<file path="src/rtl/signed_seq_divider.sv">
// ============================================================================
// signed_seq_divider : restoring signed divider, 2W-bit / W-bit, fixed latency
// Revision 1.0
// ============================================================================
`default_nettype none

module signed_seq_divider #(
  parameter int WIDTH = 4
) (
  input  logic                 clk,
  input  logic                 reset,
  input  logic                 start,
  input  logic [2*WIDTH-1:0]   dividend,
  input  logic [WIDTH-1:0]     divisor,
  output logic [WIDTH-1:0]     quotient,
  output logic [WIDTH-1:0]     remainder,
  output logic                 busy,
  output logic                 done,
  output logic                 ovf,
  output logic                 dbz
);

  localparam int CW = $clog2(2*WIDTH);

  localparam logic [1:0] S_IDLE   = 2'd0;
  localparam logic [1:0] S_LOAD   = 2'd1;
  localparam logic [1:0] S_DIV    = 2'd2;
  localparam logic [1:0] S_FINISH = 2'd3;

  localparam logic [2*WIDTH-1:0] LIM_POS  = {{(WIDTH+1){1'b0}}, {(WIDTH-1){1'b1}}};
  localparam logic [2*WIDTH-1:0] LIM_NEG  = {{WIDTH{1'b0}}, 1'b1, {(WIDTH-1){1'b0}}};
  localparam logic [WIDTH-1:0]   Q_MAX    = {1'b0, {(WIDTH-1){1'b1}}};
  localparam logic [WIDTH-1:0]   Q_MIN    = {1'b1, {(WIDTH-1){1'b0}}};
  localparam logic [CW-1:0]      CNT_LAST = CW'(2*WIDTH-1);

  logic [1:0]         r_state;
  // r_dvd holds the raw dividend, then its magnitude, and shifts quotient bits in
  logic [2*WIDTH-1:0] r_dvd;
  logic [WIDTH-1:0]   r_dvs;
  logic [WIDTH:0]     r_prem;
  logic [CW-1:0]      r_cnt;
  logic               r_sign_dvd;
  logic               r_sign_dvs;
  logic               r_dbz_flag;

  logic [WIDTH+1:0]   w_shift;
  logic [WIDTH+1:0]   w_dvs_ext;
  logic [WIDTH+1:0]   w_diff;
  logic               w_ge;
  logic               w_neg;
  logic               w_ovf;
  logic [WIDTH-1:0]   w_qmag;
  logic [WIDTH-1:0]   w_rmag;

  assign w_shift   = {r_prem, r_dvd[2*WIDTH-1]};
  assign w_dvs_ext = {2'b00, r_dvs};
  assign w_diff    = w_shift - w_dvs_ext;
  assign w_ge      = (w_shift >= w_dvs_ext);
  assign w_neg     = r_sign_dvd ^ r_sign_dvs;
  assign w_ovf     = (r_dvd > (w_neg ? LIM_NEG : LIM_POS));
  assign w_qmag    = r_dvd[WIDTH-1:0];
  assign w_rmag    = r_prem[WIDTH-1:0];

  // DIV and FINISH are the only states with the top state bit set
  assign busy = r_state[1];

  always_ff @(posedge clk or negedge reset) begin
    if (!reset) begin
      r_state    <= S_IDLE;
      r_dvd      <= '0;
      r_dvs      <= '0;
      r_prem     <= '0;
      r_cnt      <= '0;
      r_sign_dvd <= 1'b0;
      r_sign_dvs <= 1'b0;
      r_dbz_flag <= 1'b0;
      quotient   <= '0;
      remainder  <= '0;
      done       <= 1'b0;
      ovf        <= 1'b0;
      dbz        <= 1'b0;
    end else begin
      done <= 1'b0;
      case (r_state)
        S_IDLE: begin
          if (start) begin
            r_dvd   <= dividend;
            r_dvs   <= divisor;
            r_state <= S_LOAD;
          end
        end
        S_LOAD: begin
          r_sign_dvd <= r_dvd[2*WIDTH-1];
          r_sign_dvs <= r_dvs[WIDTH-1];
          r_dvd      <= r_dvd[2*WIDTH-1] ? -r_dvd : r_dvd;
          r_dvs      <= r_dvs[WIDTH-1] ? -r_dvs : r_dvs;
          r_prem     <= '0;
          r_cnt      <= CNT_LAST;
          r_dbz_flag <= (r_dvs == '0);
          r_state    <= S_DIV;
        end
        S_DIV: begin
          r_prem <= w_ge ? (WIDTH+1)'(w_diff) : (WIDTH+1)'(w_shift);
          r_dvd  <= {r_dvd[2*WIDTH-2:0], w_ge};
          r_cnt  <= r_cnt - CW'(1);
          if (r_cnt == '0) begin
            r_state <= S_FINISH;
          end
        end
        S_FINISH: begin
          done <= 1'b1;
          dbz  <= r_dbz_flag;
          if (r_dbz_flag) begin
            quotient  <= '0;
            remainder <= '0;
            ovf       <= 1'b0;
          end else begin
            ovf       <= w_ovf;
            quotient  <= w_ovf ? (w_neg ? Q_MIN : Q_MAX) : (w_neg ? -w_qmag : w_qmag);
            remainder <= r_sign_dvd ? -w_rmag : w_rmag;
          end
          r_state <= S_IDLE;
        end
        default: r_state <= S_IDLE;
      endcase
    end
  end

endmodule

`default_nettype wire

</file>
<file path="config.mk">
export PLATFORM = sky130hd
export DESIGN_NAME = signed_seq_divider
export DESIGN_NICKNAME = d
export VERILOG_FILES = /design/src/rtl/signed_seq_divider.sv
export SDC_FILE = /design/constraint.sdc
export NUM_CORES = 1
export LEC_CHECK = 0
export ABC_AREA = 1
export BUFFER_PORTS_ARGS = -buffer_cell sky130_fd_sc_hd__clkbuf_2
export CAP_MARGIN = 15
export CORE_MARGIN = 4
export CORE_UTILIZATION = 45
export DETAILED_ROUTE_END_ITERATION = 6
export PLACE_DENSITY = 0.64
export SYNTH_ARGS = -nofsm -noshare
export SYNTH_HDL_FRONTEND = slang
export SYNTH_SLANG_ARGS = --single-unit
</file>
<file path="constraint.sdc">
create_clock -name clk -period 2.2 [get_ports clk]
set_clock_uncertainty 0.15 [all_clocks]
set_input_delay 0.33 -clock clk [delete_from_list [all_inputs] [get_ports clk]]
set_output_delay 0.33 -clock clk [all_outputs]
set_load 0.05 [all_outputs]
</file>
# Word level (Yosys, flattened, before mapping)
# Cells that the tools add are included.
[word_totals]
reg_bits = 36
in_bits = 15
out_inout_bits = 12
word_cells = 63
[classes]
add_sub_neg = 6
order_cmp = 2
eq_ne = 7
n_mux = 21
n_bitwise = 1
reduce_logical = 11
[ops]
columns = ["operator", "count"]
rows = [
  ["$mux W4", 9],
  ["$pmux W8 S3", 1],
  ["$mux W8", 2],
  ["$neg A4 Y4", 3],
  ["$pmux W5 S2", 1],
  ["$gt A8 B4 Y1", 1],
  ["$ne A2 B2 Y1 const B", 4],
  ["$neg A8 Y8", 1],
  ["$pmux W2 S4", 1],
  ["$pmux W4 S2", 1],
  ["$ge A6 B4 Y1", 1],
  ["$pmux W3 S2", 1],
  ["$reduce_and A2 Y1", 3],
  ["$reduce_and A3 Y1", 2],
  ["$mux W5", 1],
  ["$sub A5 B4 Y5", 1],
  ["$eq A2 B2 Y1 const B", 2],
  ["$logic_not A4 Y1", 1],
  ["$mux W2", 2],
  ["$reduce_bool A2 Y1", 2],
  ["$logic_not A3 Y1", 1],
  ["$reduce_bool A3 Y1", 1],
  ["$sub A3 B1 Y3 const B", 1],
  ["$eq A2 B1 Y1 const B", 1],
  ["other kinds (3)", 4],
]

# Depth between registers and ports, before layout
# Gate-level depths: netlist of run 1.
[depth]
depth_word = 5
depth_mapped = 12
mapped_depth_nobuf = 12

# Worst setup path after synthesis of run 1
# Ideal clock, no wire load.
[synth_path]
path_kind = "register to register"
startpoint = "register r_state[1]"
endpoint = "register r_dvd[7]"
setup_ns = 0.139
t_arrival_ns = 1.874
t_required_ns = 1.911
path_slack_ns = 0.038
path_stages_with_launch = 8
n_path_buf = 1
period_less_slack_ns = 2.162
cell_sequence = "dfrtp_1 > inv_1 > ha_1 > buf_2 > nand2_1 > inv_1 > a221oi_1 > a22oi_1"
[synth_via]
elab_chain_len = 3
word_cells_on_any_way = 7
classes_between = "eq/ne: 3; mux: 1; reduce/logical: 3"
[synth_rtl]
columns = ["item", "line_no", "rtl"]
rows = [
  ["from (decl)", "36", "logic [1:0] r_state;"],
  ["from (signal assigned)", "69", "r_state <= S_IDLE;"],
  ["from (signal assigned)", "89", "r_state <= S_LOAD;"],
  ["from (signal assigned)", "100", "r_state <= S_DIV;"],
  ["$eq A2 B2 Y1 (tied with other cells)", "84", "case (r_state)"],
  ["$reduce_bool A3 Y1 (no line) / $ne A2 B2 Y1 (equally long branches)", "--", ""],
  ["$reduce_and A2 Y1 (no line)", "--", ""],
  ["to (signal assigned)", "87", "r_dvd <= dividend;"],
  ["to (signal assigned)", "95", "r_dvd <= r_dvd[2*WIDTH-1] ? -r_dvd : r_dvd;"],
  ["to (signal assigned)", "104", "r_dvd <= {r_dvd[2*WIDTH-2:0], w_ge};"],
  ["to (decl)", "38", "logic [2*WIDTH-1:0] r_dvd;"],
]
# Several ways; a longest one is shown, not always the timed one.
# A chain may end at the register's enable or synchronous reset.

# Worst setup path after layout of run 1
[layout_path]
startpoint = "register r_dvd[7]"
endpoint = "register r_prem[0]"
[layout_via]
elab_chain_len = 3
word_cells_on_any_way = 4
classes_between = "add/sub: 1; order compare: 1; mux: 2"
[layout_rtl]
columns = ["item", "line_no", "rtl"]
rows = [
  ["$sub A5 B4 Y5 / $ge A6 B4 Y1 (equally long branches)", "57, 58", ""],
  ["$mux W5 (*)", "103", "r_prem <= w_ge ? (WIDTH+1)'(w_diff) : (WIDTH+1)'(w_shift);"],
  ["$pmux W5 S2 (*)", "84", ""],
  ["to (signal assigned)", "103", ""],
  ["to (decl)", "40", "logic [WIDTH:0] r_prem;"],
]
# Every way passes the cells marked *; elsewhere a longest branch is shown, timed or not.

==> results.txt, run 1 <==
----------------------------------------------------
[Die]
  Core Area ... 0.00479 mm2
  Standard-cell row count ... 25
  I/O pin count ... 27
  Vertical die dimension ... roughly 79 um
  Die area ... roughly 0.006 mm2
  Die boundary width ... 78.6 um
  Starting density of the core ... 46.8%

[Worst setup path]
  Class of the most critical setup path ... reg -> reg
  Worst reg-to-reg path cell count ... 11
  Buffers & Inverters on Critical Path ... 3
  Critical path launch point type ... register
  Worst-path fanout max ... 6
  Slowest cell on the critical path ... sky130_fd_sc_hd__dfrtp_1
  Worst R2R Setup Slack ... 0.13 ns
  Largest delay contributor family on the critical path ... adder cells
  Worst endpoint data arrival time ... roughly 2.1 ns
  Path length in cells of the critical path ... 11
  Ordered cell list for the critical path ... inv_2 > ha_2 > inv_1 > fa_2 > nand3_2 > nand2_4 > nor3_4 > inv_2 > a21oi_2 > o21ai_1 > o21ai_1
  Crit end category ... register
  Longest individual stage delay on the worst path ... approximately 0.40 ns
  Data required time at the worst endpoint ... 2.26 ns

[Clock tree]
  Clock slew at reported path FFs ... 0.07 ns
  Number of clock sinks ... 36
  CTS buffer count ... 5
  Clock Latency Late Sink ... 0.29 ns
  H-tree level count ... 2
  Cell at the root of the clock tree ... sky130_fd_sc_hd__clkbuf_8
  Clock tree buffer depth ... 2
  Clock tree from TritonCTS ... built

[Global routing]
  Global routing's busiest layer ... met2
  Fraction of met3 tracks used by global routing ... 3.21%
  Number of global-route vias before repair ... 1935
  Wire length of the first global-routing pass ... 8.51 mm
  Met1 layer usage reported by global route ... 22.5%
  Antenna violations before repair ... 0
  Gr usage total ... 17.3%
  Pin count of the biggest net entering global routing ... 20
  Met2 track utilization from global routing ... 28.7%
  Total overflow reported by the global router ... 0

[STA]
  Total count of hold-check failures in the final report ... 0
  Worst slew pin tran ... 0.549 ns
  Crit share post-route ... 94.1%
  Relative slew slack ... 63.4%
  Final count of pins violating max slew ... 0
  Final setup fails ... 0
  Max Freq ... around 480 MHz
  Worst Hold Margin ... 0.148 ns
  Final critical path time including I/O delays and setup ... roughly 2.1 ns

[Finish]
  Fillers ... 483
  Number of antenna diodes ... 0
  Number of nets in the finished design ... 350
  Leading cell type in the layout, fill and taps excluded ... sky130_fd_sc_hd__nand2_1
  Final cell count without fillers ... 387
  Leading cell types in the layout, fill and taps excluded ... sky130_fd_sc_hd__nand2_1, sky130_fd_sc_hd__dfrtp_1, sky130_fd_sc_hd__inv_1
  P&R area growth vs syn ... 18.4%
  Summed area of non-filler cells in the final layout ... 0.00265 mm2
  Fraction of layout cells with a size suffix above 1 ... between 20 and 25%

[Route]
  Number of detailed-route iterations in the first pass ... 4
  Wire per inst ... 12.5 um
  Total wire length after detailed routing ... 4.84 mm
  Post-DRT Antenna Nets ... 0
  DR vias ... between 1500 and 2000
  Iteration-0 DRC Markers ... 104
  # DRC ... 0
  Via density ... 4.98

[Placed design]
  Count of buffers inserted at the top-level ports ... 26
  Cells after DPL ... 376
  Routability congestion estimate ... 0.871
  Post-detail-place hpwl ... 3.74 mm
  Cell area after placement ... 0.00249 mm2

[Yosys]
  Unique masters post-synth ... 34
  Post-synthesis instance area ... 0.00224 mm2
  Number of nets produced by synthesis ... 312
  Count of mapped cells out of synthesis ... 281
  Seq/Total Area, Yosys ... approximately two fifths
  Mean cell area of the mapped netlist ... 7.97 um2
  Synth Warn # ... 0
  Yosys reg bits ... 36

[Hold path]
  Hold Crit Class ... in -> reg
  Number of instances on the worst hold path ... 3

[Run status]
  Run status ... finished, final reports clean

[Flow run]
  Maximum Capacitance Violations ... 0

----------------------------------------------------
final timing paths:
kind                              to  startpoint
setup / recovery           r_prem[0]    r_dvd[7]
hold / removal              r_dvs[3]  divisor[3]
setup reg to reg           r_prem[0]    r_dvd[7]
hold reg to reg             r_cnt[0]    r_cnt[0]
max in group asynchronous  r_prem[0]       reset
min in group asynchronous   r_dvd[0]       reset
cell families (layout without fill, tap and decap cells):
group           count (synthesis)  in the layout  synth area share [%]
flops                          36             36                  40.2
compound gates                 63             63                  16.7
fa+ha+maj                      16             16                  9.27
simple gates                  116            116                  24.7
xor+xnor                        3              3                  1.17
buf+inv                        47             86                  7.98
worst register-to-register path: stages, from the launching register on:
cell and delay [ns]:
sky130_fd_sc_hd__dfrtp_1 0.40, sky130_fd_sc_hd__inv_2 0.09, sky130_fd_sc_hd__ha_2 0.17, sky130_fd_sc_hd__inv_1 0.05, sky130_fd_sc_hd__fa_2 0.36, sky130_fd_sc_hd__nand3_2 0.10, sky130_fd_sc_hd__nand2_4 0.07, sky130_fd_sc_hd__nor3_4 0.24
sky130_fd_sc_hd__inv_2 0.11, sky130_fd_sc_hd__a21oi_2 0.12, sky130_fd_sc_hd__o21ai_1 0.07, sky130_fd_sc_hd__o21ai_1 0.07
metal layers:
metal | routed length, um | part of all wire (%) | up-vias
met5 | 0 | 0 | -
met4 | 65 | 1.3 | 0
met3 | 165 | 3.4 | 6
met2 | 2220 | 46 | 28
met1 | 2400 | 49 | 887
li1 | - | - | 1007
through the flow:
step	TNS, ns	worst slack [ns]	utilization, %
global route	-0.0457	-0.0210	55.5
detailed placement	0	0.0871	52.1
CTS	0	0.0744	54.5
floorplan	0	0.0375	-
global placement	0	0.160	52.1
finish	0	0.131	55.5
cells in the mapped netlist, drive strengths merged:
master | n | area, um2
nand2 | 75 | 327
inv | 43 | 161
dfrtp | 36 | 901
o21ai | 32 | 160
nor2 | 19 | 86.3
nand3 | 17 | 100
ha | 15 | 188
a21oi | 11 | 66.3
a22oi | 9 | 67.6
o22ai | 3 | 18.8
a31oi | 2 | 12.5
buf | 2 | 10.0
nand4 | 2 | 12.5
nor3 | 2 | 21.3
o211ai | 2 | 15.0
xor2 | 2 | 17.5
a221oi | 1 | 8.76
a22o | 1 | 8.76
and2 | 1 | 6.26
clkbuf | 1 | 3.75
clkinv | 1 | 3.75
fa | 1 | 20.0
o221ai | 1 | 8.76
o31ai | 1 | 7.51
xnor2 | 1 | 8.76
area by class of cell:
cell class	instances	area [um2]	share of cell area (%)
Multi-Input combinational cell	198	1190	44.7
Sequential cell	36	901	33.9
Timing Repair Buffer	34	209	7.87
Inverter	44	165	6.22
Tap cell	67	83.8	3.16
Clock buffer	6	72.6	2.73
Clock inverter	2	35.0	1.32
sequential cells by signal, indices dropped and copies added (netlist names):
name,count
r_dvd,8
r_prem,5
quotient,4
r_dvs,4
remainder,4
r_cnt,3
r_state,2
dbz,1
done,1
ovf,1
r_dbz_flag,1
r_sign_dvd,1
r_sign_dvs,1
repair_timing:
item	in CTS	in global routing
resized for setup	0	8
buffers inserted	0	2
hold endpoints to repair	18	0
setup endpoints to repair	0	5
hold buffers	1	0
Power of run 1 is left out: the tool's default activity adds up to more than one toggle a clock period on the data nets, which glitch-free logic cannot reach.
==> inputs of run 2 (changes only) <==
--- a/config.mk
+++ b/config.mk
@@ -9,9 +9,9 @@
 export BUFFER_PORTS_ARGS = -buffer_cell sky130_fd_sc_hd__clkbuf_2
 export CAP_MARGIN = 15
 export CORE_MARGIN = 4
-export CORE_UTILIZATION = 45
+export CORE_UTILIZATION = 60
 export DETAILED_ROUTE_END_ITERATION = 6
-export PLACE_DENSITY = 0.64
+export PLACE_DENSITY = 0.82
 export SYNTH_ARGS = -nofsm -noshare
 export SYNTH_HDL_FRONTEND = slang
 export SYNTH_SLANG_ARGS = --single-unit
==> constraint.sdc (replaced) <==
create_clock -name clk -period 2.64 [get_ports clk]
set_clock_uncertainty 0.15 [all_clocks]
set_input_delay 0.396 -clock clk [delete_from_list [all_inputs] [get_ports clk]]
set_output_delay 0.396 -clock clk [all_outputs]
set_load 0.05 [all_outputs]
==> results.txt, run 2 (synthesized netlist as in run 1, its figures left out) <==
----------------------------------------------------
[Run status]
  Run status ... finished, final reports clean (unchanged)

[Placed design]
  Count of buffers inserted at the top-level ports ... 26 (unchanged)
  Cell area after placement ... 0.00241 mm2 (was 0.00249 mm2)
  Routability congestion estimate ... 0.891 (was 0.871)
  Post-detail-place hpwl ... 3.57 mm (was 3.74 mm)

[Finish]
  Fraction of layout cells with a size suffix above 1 ... 20.5% (was 24.4%)
  Number of antenna diodes ... 0 (unchanged)
  Final core utilization ... 72.2% (was 55.5%)
  Largest Register ... r_dvd (unchanged)
  Leading cell types in the layout, fill and taps excluded ... sky130_fd_sc_hd__nand2_1, sky130_fd_sc_hd__dfrtp_1, sky130_fd_sc_hd__inv_1 (unchanged)
  Leading cell type in the layout, fill and taps excluded ... sky130_fd_sc_hd__nand2_1 (unchanged)
  Summed area of non-filler cells in the final layout ... 0.00250 mm2 (was 0.00265 mm2)
  P&R area growth vs syn ... 11.8% (was 18.4%)
  Number of flip-flops in the largest register ... 8 (unchanged)
  Regs by FF count ... r_dvd x8, r_prem x5 (unchanged)
  Number of nets in the finished design ... 342 (was 350)

[Clock tree]
  Clock tree buffer depth ... 2 (unchanged)
  Gates resized, CTS repair ... 0 (unchanged)
  Number of clock sinks ... 36 (unchanged)
  Cell at the root of the clock tree ... sky130_fd_sc_hd__clkbuf_8 (unchanged)
  Clock slew at reported path FFs ... 0.07 ns (about the same)
  Clock tree from TritonCTS ... built (unchanged)
  CTS buffer count ... 5 (unchanged)
  Clock Latency Late Sink ... 0.28 ns (was 0.29 ns)
  Hold bufs inserted after CTS ... 0 (was 1)
  H-tree level count ... 2 (unchanged)
  Setup Fix Bufs, Post-CTS ... 0 (unchanged)

[STA]
  Crit share post-route ... 82.0% (was 94.1%)
  Total count of hold-check failures in the final report ... 0 (unchanged)
  Worst Hold Margin ... 0.0754 ns (was 0.148 ns)
  Worst slew pin tran ... 0.898 ns (was 0.549 ns)
  Final setup fails ... 0 (unchanged)
  Max Freq ... 462 MHz (was 483 MHz)
  Relative slew slack ... 40.1% (was 63.4%)
  Final count of pins violating max slew ... 0 (unchanged)
  Final critical path time including I/O delays and setup ... 2.17 ns (was 2.07 ns)
  Final-layout setup total negative slack ... 0 ns (unchanged)
  Setup repair after global routing missed its margin ... no

[Global routing]
  Total overflow reported by the global router ... 0 (unchanged)
  Antenna violations before repair ... 0 (unchanged)
  Gr usage total ... 21.5% (was 17.3%)
  Wire length of the first global-routing pass ... 8.49 mm (was 8.51 mm)
  Pin count of the biggest net entering global routing ... 37 (was 20)
  Number of global-route vias before repair ... 1884 (was 1935)

[Route]
  Iteration-0 DRC Markers ... 163 (was 104)
  Post-DRT Antenna Nets ... 0 (unchanged)
  Wire per inst ... 12.9 um (was 12.5 um)
  Via density ... 5.39 (was 4.98)
  Total wire length after detailed routing ... 4.64 mm (was 4.84 mm)
  # DRC ... 0 (unchanged)
  Number of detailed-route iterations in the first pass ... 5 (was 4)
  DR vias ... 1931 (was 1928)

[Die]
  Core Area ... 0.00347 mm2 (was 0.00479 mm2)
  Standard-cell row count ... 21 (was 25)
  Die area ... 0.00478 mm2 (was 0.00617 mm2)
  Vertical die dimension ... 69.1 um (was 78.6 um)
  Die boundary width ... 69.1 um (was 78.6 um)
  I/O pin count ... 27 (unchanged)
  Starting density of the core ... 64.6% (was 46.8%)

[Worst setup path]
  Worst endpoint data arrival time ... 2.18 ns (was 2.13 ns)
  Critical path launch point type ... register (unchanged)
  Worst-path fanout max ... 6 (unchanged)
  Class of the most critical setup path ... reg -> reg (unchanged)
  Crit end category ... register (unchanged)
  Data required time at the worst endpoint ... 2.66 ns (was 2.26 ns)

[Hold path]
  Hold Crit Class ... in -> async (was in -> reg)

[Flow run]
  Maximum Capacitance Violations ... 0 (unchanged)

----------------------------------------------------
run 2: cell types whose count changed in the layout (fill, tap and decap cells not counted), sizes merged:
cell / change
clkinv: -1
clkbuf: +2
dlygate4sd3: -1
buf: -7
bufinv: -1
run 2: critical path, stage by stage, from the launching register on:
cell,delay [ns]
sky130_fd_sc_hd__dfrtp_1,0.40
sky130_fd_sc_hd__inv_2,0.10
sky130_fd_sc_hd__ha_1,0.17
sky130_fd_sc_hd__inv_1,0.05
sky130_fd_sc_hd__fa_1,0.39
sky130_fd_sc_hd__nand3_1,0.09
sky130_fd_sc_hd__nand2_1,0.11
sky130_fd_sc_hd__nor3_4,0.21
sky130_fd_sc_hd__inv_2,0.10
sky130_fd_sc_hd__a22oi_1,0.19
sky130_fd_sc_hd__o21ai_1,0.09
run 2: area by class of cell:
class | count | area, um2
timing repair buffer | 26 | 130
multi-input combinational | 198 | 1160
inverter | 44 | 165
clock buffer | 8 | 90.1
sequential | 36 | 901
tap | 46 | 57.6
fill | 295 | 963
run 2: final timing paths:
check	slack [ns]	endpoint	startpoint	depth (start not counted)
worst max-delay path	0.47	r_dvd[0]	r_dvd[7]	10
worst min-delay path	0.08	r_dvs[2]	reset	1
worst max register to register	0.47	r_dvd[0]	r_dvd[7]	10
worst min register to register	0.33	r_cnt[0]	r_cnt[0]	1
max in group asynchronous	1.70	dbz	reset	1
min in group clk	0.21	r_dvs[3]	divisor[3]	3
run 2: through the flow:
step	std cells	setup WS, ns
detailed placement	350	0.507
floorplan	281	0.478
CTS	358	0.470
global placement	350	0.584
finish	358	0.474
global route	358	0.326
run 2: per-layer routing:
metal / vias up / wire length [um] / GRT usage [%]
li1: 990 / - / -
met1: 879 / 2190 / 30.2
met2: 55 / 2090 / 32.4
met3: 7 / 298 / 5.52
met4: 0 / 57 / 6.94
met5: - / 0 / 0
Power of run 2 is left out for the same reason.
==> inputs of run 3 (changes only) <==
--- a/config.mk
+++ b/config.mk
@@ -9,9 +9,9 @@
 export BUFFER_PORTS_ARGS = -buffer_cell sky130_fd_sc_hd__clkbuf_2
 export CAP_MARGIN = 15
 export CORE_MARGIN = 4
-export CORE_UTILIZATION = 60
+export CORE_UTILIZATION = 58
 export DETAILED_ROUTE_END_ITERATION = 6
-export PLACE_DENSITY = 0.82
+export PLACE_DENSITY = 0.8
 export SYNTH_ARGS = -nofsm -noshare
 export SYNTH_HDL_FRONTEND = slang
 export SYNTH_SLANG_ARGS = --single-unit
==> constraint.sdc (replaced) <==
create_clock -name clk -period 2.15 [get_ports clk]
set_clock_uncertainty 0.15 [all_clocks]
set_input_delay 0.3225 -clock clk [delete_from_list [all_inputs] [get_ports clk]]
set_output_delay 0.3225 -clock clk [all_outputs]
set_load 0.05 [all_outputs]
==> results.txt, run 3 (synthesized netlist as in run 1, its figures left out) <==
----------------------------------------------------
[STA]
  Crit share post-route ... 96.1% (was 82.0%)
  Max Freq ... 484 MHz (was 462 MHz)
  Total count of hold-check failures in the final report ... 0 (unchanged)
  Final count of pins violating max slew ... 0 (unchanged)
  Final critical path time including I/O delays and setup ... 2.07 ns (was 2.17 ns)
  Relative slew slack ... 69.6% (was 40.1%)
  Final setup fails ... 0 (unchanged)
  Worst slew pin tran ... 0.457 ns (was 0.898 ns)
  Final-layout setup total negative slack ... 0 ns (unchanged)

[Finish]
  Leading cell type in the layout, fill and taps excluded ... sky130_fd_sc_hd__nand2_1 (unchanged)
  Leading cell types in the layout, fill and taps excluded ... sky130_fd_sc_hd__nand2_1, sky130_fd_sc_hd__dfrtp_1, sky130_fd_sc_hd__inv_1 (unchanged)
  Fillers ... 319 (was 295)
  Largest Register ... r_dvd (unchanged)
  Number of flip-flops in the largest register ... 8 (unchanged)
  Number of nets in the finished design ... 348 (was 342)
  P&R area growth vs syn ... 15.7% (was 11.8%)
  Fraction of layout cells with a size suffix above 1 ... 23.9% (was 20.5%)
  Final core utilization ... 70.3% (was 72.2%)
  Number of antenna diodes ... 0 (unchanged)
  Final cell count without fillers ... 366 (was 358)
  Summed area of non-filler cells in the final layout ... 0.00259 mm2 (was 0.00250 mm2)
  Regs by FF count ... r_dvd x8, r_prem x5 (unchanged)

[Route]
  Total wire length after detailed routing ... 4.77 mm (was 4.64 mm)
  Wire per inst ... 13.0 um (was 12.9 um)
  # DRC ... 0 (unchanged)
  Number of detailed-route iterations in the first pass ... 4 (was 5)
  Post-DRT Antenna Nets ... 0 (unchanged)
  Via density ... 5.42 (was 5.39)
  Iteration-0 DRC Markers ... 143 (was 163)
  DR vias ... 1983 (was 1931)

[Clock tree]
  Clock tree buffer depth ... 2 (unchanged)
  Cell at the root of the clock tree ... sky130_fd_sc_hd__clkbuf_8 (unchanged)
  CTS buffer count ... 5 (unchanged)
  Number of clock sinks ... 36 (unchanged)
  Clock slew at reported path FFs ... 0.07 ns (about the same)
  Clock Latency Late Sink ... 0.28 ns (about the same)
  H-tree level count ... 2 (unchanged)
  Clock tree from TritonCTS ... built (unchanged)

[Die]
  I/O pin count ... 27 (unchanged)
  Core Area ... 0.00369 mm2 (was 0.00347 mm2)
  Die boundary width ... 70.2 um (was 69.1 um)
  Vertical die dimension ... 70.2 um (was 69.1 um)
  Standard-cell row count ... 22 (was 21)
  Die area ... 0.00492 mm2 (was 0.00478 mm2)
  Starting density of the core ... 60.8% (was 64.6%)

[Flow run]
  Maximum Capacitance Violations ... 0 (unchanged)

[Worst setup path]
  Worst endpoint data arrival time ... 2.12 ns (was 2.18 ns)
  Class of the most critical setup path ... reg -> reg (unchanged)
  Data required time at the worst endpoint ... 2.21 ns (was 2.66 ns)
  Critical path launch point type ... register (unchanged)
  Worst-path fanout max ... 6 (unchanged)
  Crit end category ... register (unchanged)

[Placed design]
  Count of buffers inserted at the top-level ports ... 26 (unchanged)
  Routability congestion estimate ... 0.906 (was 0.891)
  Post-detail-place hpwl ... 3.50 mm (was 3.57 mm)
  Cell area after placement ... 0.00244 mm2 (was 0.00241 mm2)
  Cells after DPL ... 355 (was 350)

[Global routing]
  Number of global-route vias before repair ... 1948 (was 1884)
  Total overflow reported by the global router ... 0 (unchanged)
  Antenna violations before repair ... 0 (unchanged)
  Pin count of the biggest net entering global routing ... 37 (unchanged)
  Wire length of the first global-routing pass ... 8.29 mm (was 8.49 mm)
  Gr usage total ... 20.6% (was 21.5%)

[Hold path]
  Hold Crit Class ... in -> reg (was in -> async)

[Run status]
  Run status ... finished, final reports clean (unchanged)

----------------------------------------------------
run 3: worst paths after layout:
check,start,to,slack [ns],cells past startpoint
worst min register to register,remainder[3],remainder[3],0.33,2
min in group asynchronous,reset,r_dvs[2],0.46,3
max in group asynchronous,reset,r_state[1],1.04,3
worst min-delay path,divisor[3],r_dvs[3],0.14,3
worst max-delay path,r_dvd[7],r_prem[0],0.08,11
worst max register to register,r_dvd[7],r_prem[0],0.08,11
run 3: what timing repair did:
item                                    in CTS  in global routing
hold buffers                                 1                  0
setup buffers                                0                  2
resized for setup                            0                  8
hold endpoints to repair                    36                  0
endpoints found under the setup margin       0                  6
run 3: critical path, cell delays in order (launching register included):
cell and delay, ns:
sky130_fd_sc_hd__dfrtp_1 0.40, sky130_fd_sc_hd__inv_2 0.09, sky130_fd_sc_hd__ha_4 0.14, sky130_fd_sc_hd__inv_2 0.04
sky130_fd_sc_hd__fa_2 0.39, sky130_fd_sc_hd__nand3_2 0.09, sky130_fd_sc_hd__nand2_4 0.06, sky130_fd_sc_hd__nor3_4 0.26
sky130_fd_sc_hd__inv_2 0.11, sky130_fd_sc_hd__a21oi_1 0.13, sky130_fd_sc_hd__o21ai_1 0.07, sky130_fd_sc_hd__o21ai_1 0.07
run 3: cell type report:
class	count	area [um2]	share of cell area [%]
multi-input cells	198	1190	45.8
flip-flops and latches	36	902	34.8
repair buffers	32	178	6.85
inverters	44	165	6.37
clock buffers	8	100	3.86
well taps	48	60.1	2.32
run 3: stage by stage:
stage	setup WS [ns]	hold slack (ns)
2_1_floorplan	0.153	-0.123
3_3_place_gp	0.121	0.239
3_5_place_dp	0.0400	0.242
4_1_cts	0.00603	0.143
5_1_grt	-0.0188	0.150
6_report	0.0847	0.145
run 3: per-layer routing:
layer / global-route usage (%) / wire length (um) / share of wire, % / vias up
met5: 0 / 0 / 0 / -
li1: - / - / - / 1000
met2: 34.5 / 2260 / 47 / 60
met1: 26.0 / 2150 / 45 / 914
met3: 5.04 / 259 / 5.4 / 9
met4: 6.60 / 97 / 2.0 / 0
Power of run 3 is left out for the same reason.
